**config.mk**
```make
export PLATFORM = sky130hd
export DESIGN_NAME = wb_port_arbiter
export DESIGN_NICKNAME = d
export VERILOG_FILES = /design/src/rtl/wb_pkg.sv /design/src/rtl/wb_fifo.sv /design/src/rtl/wb_port_arbiter.sv
export SDC_FILE = /design/constraint.sdc
export NUM_CORES = 2
export LEC_CHECK = 0
export ABC_AREA = 0
export CAP_MARGIN = 5
export CELL_PAD_IN_SITES_DETAIL_PLACEMENT = 0
export CELL_PAD_IN_SITES_GLOBAL_PLACEMENT = 1
export CORE_MARGIN = 4
export CORE_UTILIZATION = 40
export DETAILED_ROUTE_END_ITERATION = 12
export GPL_TIMING_DRIVEN = 0
export PLACE_DENSITY_LB_ADDON = 0.1
export SLEW_MARGIN = 0
export SYNTH_ARGS = -nofsm -noshare
export SYNTH_HDL_FRONTEND = slang
export SYNTH_HIERARCHICAL = 1
export SYNTH_SLANG_ARGS = --single-unit
```
**constraint.sdc**
```tcl
create_clock -name clk -period 14.72 [get_ports clk]
set_clock_uncertainty 0.05 [all_clocks]
set_input_delay 1.472 -clock clk [delete_from_list [all_inputs] [get_ports clk]]
set_output_delay 1.472 -clock clk [all_outputs]
set_load 0.02 [all_outputs]
```
**src/rtl/wb_pkg.sv**
```systemverilog
// -----------------------------------------------------------------------------
// wb_pkg
// Shared types and widths for the writeback port arbiter.
//   WARP_W/SCB_W/REG_W/LANES/LANE_W : field widths of a writeback request
//   wb_entry_t                      : one buffered writeback request
//   wb_src_e                        : which producer owns a grant
// -----------------------------------------------------------------------------
package wb_pkg;

  localparam int WARP_W = 3;
  localparam int SCB_W  = 2;
  localparam int REG_W  = 5;
  localparam int LANES  = 8;
  localparam int LANE_W = 32;
  localparam int DATA_W = LANES * LANE_W;

  typedef struct packed {
    logic [WARP_W-1:0] warp_ID;
    logic [SCB_W-1:0]  scb_ID;
    logic [REG_W-1:0]  reg_addr;
    logic [LANES-1:0]  thread_mask;
    logic              reg_write;    // 0 = feedback-only (MEM store)
    logic [DATA_W-1:0] data;
  } wb_entry_t;

  typedef enum logic {
    SRC_ALU = 1'b0,
    SRC_MEM = 1'b1
  } wb_src_e;

  function automatic wb_src_e other_src(input wb_src_e s);
    return (s == SRC_ALU) ? SRC_MEM : SRC_ALU;
  endfunction

endpackage

```
**src/rtl/wb_fifo.sv**
```systemverilog
// -----------------------------------------------------------------------------
// wb_fifo
// Synchronous FIFO of wb_entry_t with a combinational head (show-ahead).
// A push into a full FIFO is accepted only when a pop happens the same cycle.
// Ports:
//   clk, reset  : clock, asynchronous active-high reset (empties the FIFO)
//   i_push      : write i_entry at the tail
//   i_entry     : payload to write
//   i_pop       : remove the head (ignored when empty)
//   o_head      : current head entry (valid when o_count != 0)
//   o_full      : registered full flag
//   o_count     : registered occupancy, $clog2(DEPTH)+1 bits (empty = 0)
// -----------------------------------------------------------------------------
module wb_fifo
  import wb_pkg::*;
#(
  parameter  int DEPTH = 4,
  localparam int AW    = $clog2(DEPTH),
  localparam int CW    = AW + 1
) (
  input  logic          clk,
  input  logic          reset,
  input  logic          i_push,
  input  wb_entry_t     i_entry,
  input  logic          i_pop,
  output wb_entry_t     o_head,
  output logic          o_full,
  output logic [CW-1:0] o_count
);

  wb_entry_t     r_mem [DEPTH];
  logic [AW-1:0] r_wr_ptr;
  logic [AW-1:0] r_rd_ptr;
  logic [CW-1:0] r_count;
  logic          w_do_push;
  logic          w_do_pop;

  assign o_full    = (r_count == CW'(DEPTH));
  assign o_count   = r_count;
  assign o_head    = r_mem[r_rd_ptr];
  assign w_do_pop  = i_pop && (r_count != '0);
  assign w_do_push = i_push && (!o_full || w_do_pop);

  // NOTE: the storage array is deliberately not reset; validity is tracked by
  // the pointers and count, so a reset only has to clear those.
  always_ff @(posedge clk) begin
    if (w_do_push) r_mem[r_wr_ptr] <= i_entry;
  end

  // NOTE: sequential state uses non-blocking assignments so every register
  // samples pre-edge values regardless of statement order.
  always_ff @(posedge clk or posedge reset) begin
    if (reset) begin
      r_wr_ptr <= '0;
      r_rd_ptr <= '0;
      r_count  <= '0;
    end else begin
      // DEPTH is a power of two, so pointers wrap by natural overflow.
      if (w_do_push) r_wr_ptr <= r_wr_ptr + 1'b1;
      if (w_do_pop)  r_rd_ptr <= r_rd_ptr + 1'b1;
      case ({w_do_push, w_do_pop})
        2'b10:   r_count <= r_count + 1'b1;
        2'b01:   r_count <= r_count - 1'b1;
        default: r_count <= r_count;
      endcase
    end
  end

endmodule

```
**src/rtl/wb_port_arbiter.sv**
```systemverilog
// -----------------------------------------------------------------------------
// wb_port_arbiter
// Shares the register-file write port and the scoreboard positive-feedback
// port between the ALU writeback pipe and MEM stage 4. MEM cannot stall, so it
// is buffered and favoured; the ALU side is flow-controlled by alu_ready.
// One grant per cycle; outputs are registered (input edge -> outputs after the
// following edge).
// Optional build macro: WB_ALU_STARVE_EN adds an ALU starvation counter that
// forces an ALU grant after STARVE_LIMIT waiting cycles unless MEM is full.
// Ports:
//   clk, reset            : clock, asynchronous active-high reset
//   alu_valid/alu_ready   : ALU handshake (ready = ALU FIFO not full)
//   alu_*                 : ALU warp/scb/reg/mask/data fields
//   mem_valid             : MEM request, always accepted (dropped if full)
//   mem_reg_write         : 1 = load (RF write), 0 = store (feedback only)
//   mem_*                 : MEM warp/scb/reg/mask/data fields
//   rf_write_o, rf_*_o    : RF write strobe and fields
//   pos_feedback_*_o      : scoreboard release strobe and fields
//   mem_ovf_o             : sticky MEM-drop flag, cleared by reset
// -----------------------------------------------------------------------------
module wb_port_arbiter
  import wb_pkg::*;
#(
  parameter int MEM_FIFO_DEPTH = 4,
  parameter int ALU_FIFO_DEPTH = 2,
  parameter int MEM_HI_WM      = 2
`ifdef WB_ALU_STARVE_EN
  , parameter int STARVE_LIMIT = 8
`endif
) (
  input  logic              clk,
  input  logic              reset,
  input  logic              alu_valid,
  output logic              alu_ready,
  input  logic [WARP_W-1:0] alu_warp_ID,
  input  logic [SCB_W-1:0]  alu_scb_ID,
  input  logic [REG_W-1:0]  alu_reg_addr,
  input  logic [LANES-1:0]  alu_thread_mask,
  input  logic [DATA_W-1:0] alu_data,
  input  logic              mem_valid,
  input  logic              mem_reg_write,
  input  logic [WARP_W-1:0] mem_warp_ID,
  input  logic [SCB_W-1:0]  mem_scb_ID,
  input  logic [REG_W-1:0]  mem_reg_addr,
  input  logic [LANES-1:0]  mem_thread_mask,
  input  logic [DATA_W-1:0] mem_data,
  output logic              rf_write_o,
  output logic [WARP_W-1:0] rf_warpID_o,
  output logic [REG_W-1:0]  rf_addr_o,
  output logic [LANES-1:0]  rf_mask_o,
  output logic [DATA_W-1:0] rf_data_o,
  output logic              pos_feedback_valid_o,
  output logic [WARP_W-1:0] pos_feedback_warpID_o,
  output logic [SCB_W-1:0]  pos_feedback_scbID_o,
  output logic [LANES-1:0]  pos_feedback_mask_o,
  output logic              mem_ovf_o
);

  localparam int ALU_CW = $clog2(ALU_FIFO_DEPTH) + 1;
  localparam int MEM_CW = $clog2(MEM_FIFO_DEPTH) + 1;

  wb_entry_t         w_alu_in, w_mem_in, w_alu_head, w_mem_head, w_head;
  logic              w_alu_full, w_mem_full, w_alu_empty, w_mem_empty;
  logic [ALU_CW-1:0] w_alu_count;
  logic [MEM_CW-1:0] w_mem_count;
  logic              w_alu_push, w_mem_hi, w_alu_force;
  logic              w_grant, w_pop_alu, w_pop_mem;
  wb_src_e           w_src;
  wb_src_e           r_rr;

  logic              r_rf_write, r_fb_valid, r_ovf;
  logic [WARP_W-1:0] r_warp;
  logic [SCB_W-1:0]  r_scb;
  logic [REG_W-1:0]  r_addr;
  logic [LANES-1:0]  r_mask;
  logic [DATA_W-1:0] r_data;

  // ALU entries always write the RF; tagging them here lets the output stage
  // take rf_write straight from the granted entry.
  assign w_alu_in = '{warp_ID: alu_warp_ID, scb_ID: alu_scb_ID, reg_addr: alu_reg_addr,
                      thread_mask: alu_thread_mask, reg_write: 1'b1, data: alu_data};
  assign w_mem_in = '{warp_ID: mem_warp_ID, scb_ID: mem_scb_ID, reg_addr: mem_reg_addr,
                      thread_mask: mem_thread_mask, reg_write: mem_reg_write, data: mem_data};

  // Ready comes from the registered count only, so a full ALU FIFO refuses a
  // push even in a cycle where it is being popped.
  assign alu_ready  = !reset && !w_alu_full;
  assign w_alu_push = alu_valid && alu_ready;

  wb_fifo #(.DEPTH(ALU_FIFO_DEPTH)) u_alu_fifo (
    .clk     (clk),
    .reset   (reset),
    .i_push  (w_alu_push),
    .i_entry (w_alu_in),
    .i_pop   (w_pop_alu),
    .o_head  (w_alu_head),
    .o_full  (w_alu_full),
    .o_count (w_alu_count)
  );

  wb_fifo #(.DEPTH(MEM_FIFO_DEPTH)) u_mem_fifo (
    .clk     (clk),
    .reset   (reset),
    .i_push  (mem_valid),
    .i_entry (w_mem_in),
    .i_pop   (w_pop_mem),
    .o_head  (w_mem_head),
    .o_full  (w_mem_full),
    .o_count (w_mem_count)
  );

  assign w_alu_empty = (w_alu_count == '0);
  assign w_mem_empty = (w_mem_count == '0);
  assign w_mem_hi    = (w_mem_count >= MEM_CW'(MEM_HI_WM));

`ifdef WB_ALU_STARVE_EN
  localparam int SW = $clog2(STARVE_LIMIT + 1);
  logic [SW-1:0] r_starve_cnt;

  // Counts cycles the ALU head waits; saturates at the limit until granted.
  always_ff @(posedge clk or posedge reset) begin
    if (reset) begin
      r_starve_cnt <= '0;
    end else if (w_pop_alu) begin
      r_starve_cnt <= '0;
    end else if (!w_alu_empty && (r_starve_cnt != SW'(STARVE_LIMIT))) begin
      r_starve_cnt <= r_starve_cnt + 1'b1;
    end
  end

  // A full MEM FIFO still wins: overriding it there would drop MEM data.
  assign w_alu_force = (r_starve_cnt == SW'(STARVE_LIMIT)) && !w_alu_empty && !w_mem_full;
`else
  assign w_alu_force = 1'b0;
`endif

  // NOTE: every signal driven here gets a default first, so no path through
  // the block can leave one unassigned and infer a latch.
  always_comb begin
    w_grant = !w_alu_empty || !w_mem_empty;
    w_src   = SRC_MEM;
    if (w_alu_force)      w_src = SRC_ALU;
    else if (w_mem_hi)    w_src = SRC_MEM;
    else if (w_alu_empty) w_src = SRC_MEM;
    else if (w_mem_empty) w_src = SRC_ALU;
    else                  w_src = r_rr;
  end

  assign w_pop_alu = w_grant && (w_src == SRC_ALU);
  assign w_pop_mem = w_grant && (w_src == SRC_MEM);
  assign w_head    = (w_src == SRC_ALU) ? w_alu_head : w_mem_head;

  // Round-robin pointer always points at the side that lost the last grant.
  always_ff @(posedge clk or posedge reset) begin
    if (reset)        r_rr <= SRC_ALU;
    else if (w_grant) r_rr <= other_src(w_src);
  end

  // Registered output stage; fields hold their last value between grants.
  always_ff @(posedge clk or posedge reset) begin
    if (reset) begin
      r_rf_write <= 1'b0;
      r_fb_valid <= 1'b0;
      r_warp     <= '0;
      r_scb      <= '0;
      r_addr     <= '0;
      r_mask     <= '0;
      r_data     <= '0;
      r_ovf      <= 1'b0;
    end else begin
      r_rf_write <= w_grant && w_head.reg_write;
      r_fb_valid <= w_grant;
      if (w_grant) begin
        r_warp <= w_head.warp_ID;
        r_scb  <= w_head.scb_ID;
        r_addr <= w_head.reg_addr;
        r_mask <= w_head.thread_mask;
        r_data <= w_head.data;
      end
      // A push into a full MEM FIFO that is not popping this cycle is lost.
      if (mem_valid && w_mem_full && !w_pop_mem) r_ovf <= 1'b1;
    end
  end

  assign rf_write_o            = r_rf_write;
  assign rf_warpID_o           = r_warp;
  assign rf_addr_o             = r_addr;
  assign rf_mask_o             = r_mask;
  assign rf_data_o             = r_data;
  assign pos_feedback_valid_o  = r_fb_valid;
  assign pos_feedback_warpID_o = r_warp;
  assign pos_feedback_scbID_o  = r_scb;
  assign pos_feedback_mask_o   = r_mask;
  assign mem_ovf_o             = r_ovf;

endmodule

```
==> results.py <==
metrics = {
    "status": {
        "outcome": "completed",
    },
    "placement": {
        "portBuffers": 841,
        "place_hpwl_um": 144000,
        "placed_area_sq_um": 86300,
        "gp_congestion": 0.755,
    },
    "worst_setup_path": {
        "cp_max_fo": 4,
        "cp_slowest_cell": "clkdlybuf4s50_1",
        "end_kind": "output port",
        "crit_path_max_incr_delay_ps": 740,
        "crit_chain": "clkdlybuf4s50_1, nor2_1, clkdlybuf4s50_1",
        "reg2reg_slack_ps": 10430,
        "arrival_ps": 2960,
        "critPathLaunchType": "primary input",
        "crit_type": "primary input to output port",
        "required_ps": 13200,
        "crit_path_start": "reset",
        "timing.rr.start": "u_mem_fifo/o_count[0]",
        "crit_top_cell": "clkdlybuf4s50_1",
    },
    "min_path": {
        "hp-class": "register to register",
        "min_from": "mem_ovf_o",
    },
    "job": {
        "maxCapViolations": 0,
    },
    "clocking": {
        "cts.sinks": 1939,
        "numCtsBuffers": 203,
        "h-tree-depth": 4,
        "post_cts_resized": 0,
        "clk_latency_ps": 820,
        "ctsHoldBuffers": 0,
        "cts_buffer_depth": 3,
        "cts_tree": "yes",
        "postCtsSetupRepairBufs": 0,
        "clk_pin_slew_ps": 60,
        "cts_root_buffer": "clkbuf_16",
    },
    "layout": {
        "area_delta_synth_final_pct": 26.7,
        "nets": 5003,
        "final_core_util": 0.509,
        "drive_above_1_share": 0.253,
        "final_area_sq_um": 93000,
        "fillers": 14900,
    },
    "pwr": {
        "power_density_nw_per_um2": 213,
        "ir_drop_v": 0.000131,
        "power_leakage_nw": 32.2,
        "total_power_mw": 19.9,
    },
    "floorplanning": {
        "core-area_sq_um": 183000,
        "top_level_ports": 842,
        "chipHeight_um": 437,
        "start_util": 0.402,
        "rows": 157,
        "die_w_um": 437,
        "die_area_sq_um": 191000,
    },
    "detailed_routing": {
        "post_drt_wl_per_cell_um": 29.6,
        "drc": 0,
        "detail-route-antenna-nets": 0,
        "num_vias": 37700,
        "via_per_inst": 5.28,
        "routed_wl_um": 211000,
        "drt_iter0_markers": 2824,
        "dr.pass1.iters": 5,
    },
    "yosys": {
        "ys_ff_latch": 1939,
        "synth-compound-area-share": 0.0416,
        "synth_edf_count": 1650,
        "synth_top_family_by_area": "multiplexers",
        "synth-adder-area-share": 0.00112,
        "ys_seq_area_frac": 0.773,
        "yosys_most_used_dff": "edfxtp_1",
        "syn_area_sq_um": 73400,
        "syn_area_per_cell_sq_um": 22.0,
        "synth-simple-area-share": 0.0256,
        "ys_async_sr_fraction": 0.149,
        "yosysWarnings": 6,
        "muxShareOfSynthArea": 0.139,
        "synth_xor_area_frac": 0.00119,
        "synth_cell_types": 50,
        "synth_cells": 3343,
    },
    "timing": {
        "finalHoldViolCount": 0,
        "relSlewSlack": 0.219,
        "final.min_clock_period_ps": 4480,
        "drv_slew": 0,
        "rsz0062_at_grt": "no",
        "period_share": 0.305,
        "fmax_mhz": 223,
        "max_slew.worst_pin.slew_ps": 1170,
        "finalSetupViolCount": 0,
    },
    "global_routing": {
        "antenna_found_initial": 107,
        "grt_first_pass_wirelength_um": 297000,
        "grt_pass1_vias": 39400,
        "grt_start_max_net_pins": 92,
        "track_usage": 0.218,
        "gr-total-overflow": 0,
    },
}
-- cell usage after synthesis, drive strengths merged, types with 2 or more instances --
library cell  instances  area [sq um]
o31ai                 2          15.0
and3                140           876
nand2b                2          12.5
xnor2                 7          61.3
dfrtp               289          7230
and2                  5          36.3
clkbuf               81           304
mux2                276          4010
mux4                275          6190
buf                 146           992
a21oi                 2          13.8
o21a                  2          22.5
or2                   2          12.5
nand2                 4          15.0
xor2                  3          26.3
nor2                 10          45.0
o21ai                 2          13.8
ha                    5          62.6
or3                 137           858
o221a               135          1520
edfxtp             1650         49500
a221o               139          1390
inv                  14          52.6
-- registers in the layout (all words and copies together) (netlist names), 3 cells and up --
name and count:
u_mem_fifo/r_mem 1100, pos_feedback_mask_o 8, u_mem_fifo/o_count 3, rf_addr_o 5, rf_data_o 256, pos_feedback_warpID_o 3, u_alu_fifo/r_mem 550
-- power by group --
group / switching [mW] / internal, mW / total [mW]
combinational: 3.75 / 3.27 / 7.01
clock: 2.09 / 2.97 / 5.07
sequential: 0.446 / 7.32 / 7.77
total: 6.29 / 13.6 / 19.9
-- cell usage in the layout, fill, tap and decap left out, types with 28 or more instances in the layout --
cell / netlist / routed
edfxtp_1: 1650 / 1650
clkdlybuf4s50_1: 0 / 841
dfrtp_1: 289 / 289
mux4_2: 275 / 275
mux2_4: 241 / 241
clkbuf_16: 0 / 210
clkbuf_1: 81 / 148
and3_1: 140 / 140
a221o_1: 139 / 139
or3_1: 136 / 136
o221a_2: 135 / 135
buf_2: 61 / 61
diode_2: 0 / 54
buf_4: 36 / 36
mux2_2: 35 / 35
buf_6: 31 / 31
clkinv_2: 0 / 30
buf_16: 0 / 29
clkinv_1: 0 / 28
-- critical path, delay by kind of cell --
family | cells | cell delay (ps)
and+or+nand+nor | 1 | 190
buffers and inverters | 2 | 1290
-- layer usage --
layer	part of all wire	track usage	wire, um	vias up
li1	-	-	-	16300
met1	0.39	0.268	81800	19800
met2	0.51	0.372	108000	1158
met3	0.063	0.0532	13300	395
met4	0.037	0.0870	7830	28
met5	0.00084	0	178	-
-- cell families after synthesis --
group	count (synthesis)
other	1
muxes	551
buffers and inverters	241
DFF	1939
adders and majority gates	6
AOI/OAI and AO/OA	291
and+or+nand+nor	304
xor gates and xnor gates	10
-- worst paths after layout --
| kind | end | cells after the start |
|---|---|---|
| setup / recovery | alu_ready | 3 |
| hold / removal | mem_ovf_o | 1 |
| setup reg to reg | u_mem_fifo/r_mem[2][181] | 10 |
| hold reg to reg | mem_ovf_o | 1 |
| max in group asynchronous | rf_data_o[183] | 4 |
| min in group asynchronous | u_alu_fifo/r_rd_ptr | 2 |
-- through the flow --
stage | cells | hold slack, ps | TNS, ps | worst slack, ps
global placement | 6649 | 404 | -7133980 | -12110
finish | 7139 | 427 | 0 | 10240
CTS | 7085 | 428 | 0 | 10220
global route | 7113 | 464 | 0 | 10190
floorplan | 3344 | 418 | 0 | 297
detailed placement | 6703 | 414 | 0 | 10180
-- layout make-up --
type                            instances  area, sq um  share of cell area
Antenna cell                           54          135             0.00145
Buffer                                227         1300              0.0139
Clock buffer                          301         5830              0.0626
Clock inverter                         81          788             0.00847
Inverter                               14         60.1            0.000646
Multi-Input combinational cell       1164        15300               0.165
Sequential cell                      1939        56800               0.610
Tap cell                             2464         3080              0.0331
Timing Repair Buffer                  895         9720               0.104
No activity file was read; power rests on OpenSTA's default activity.
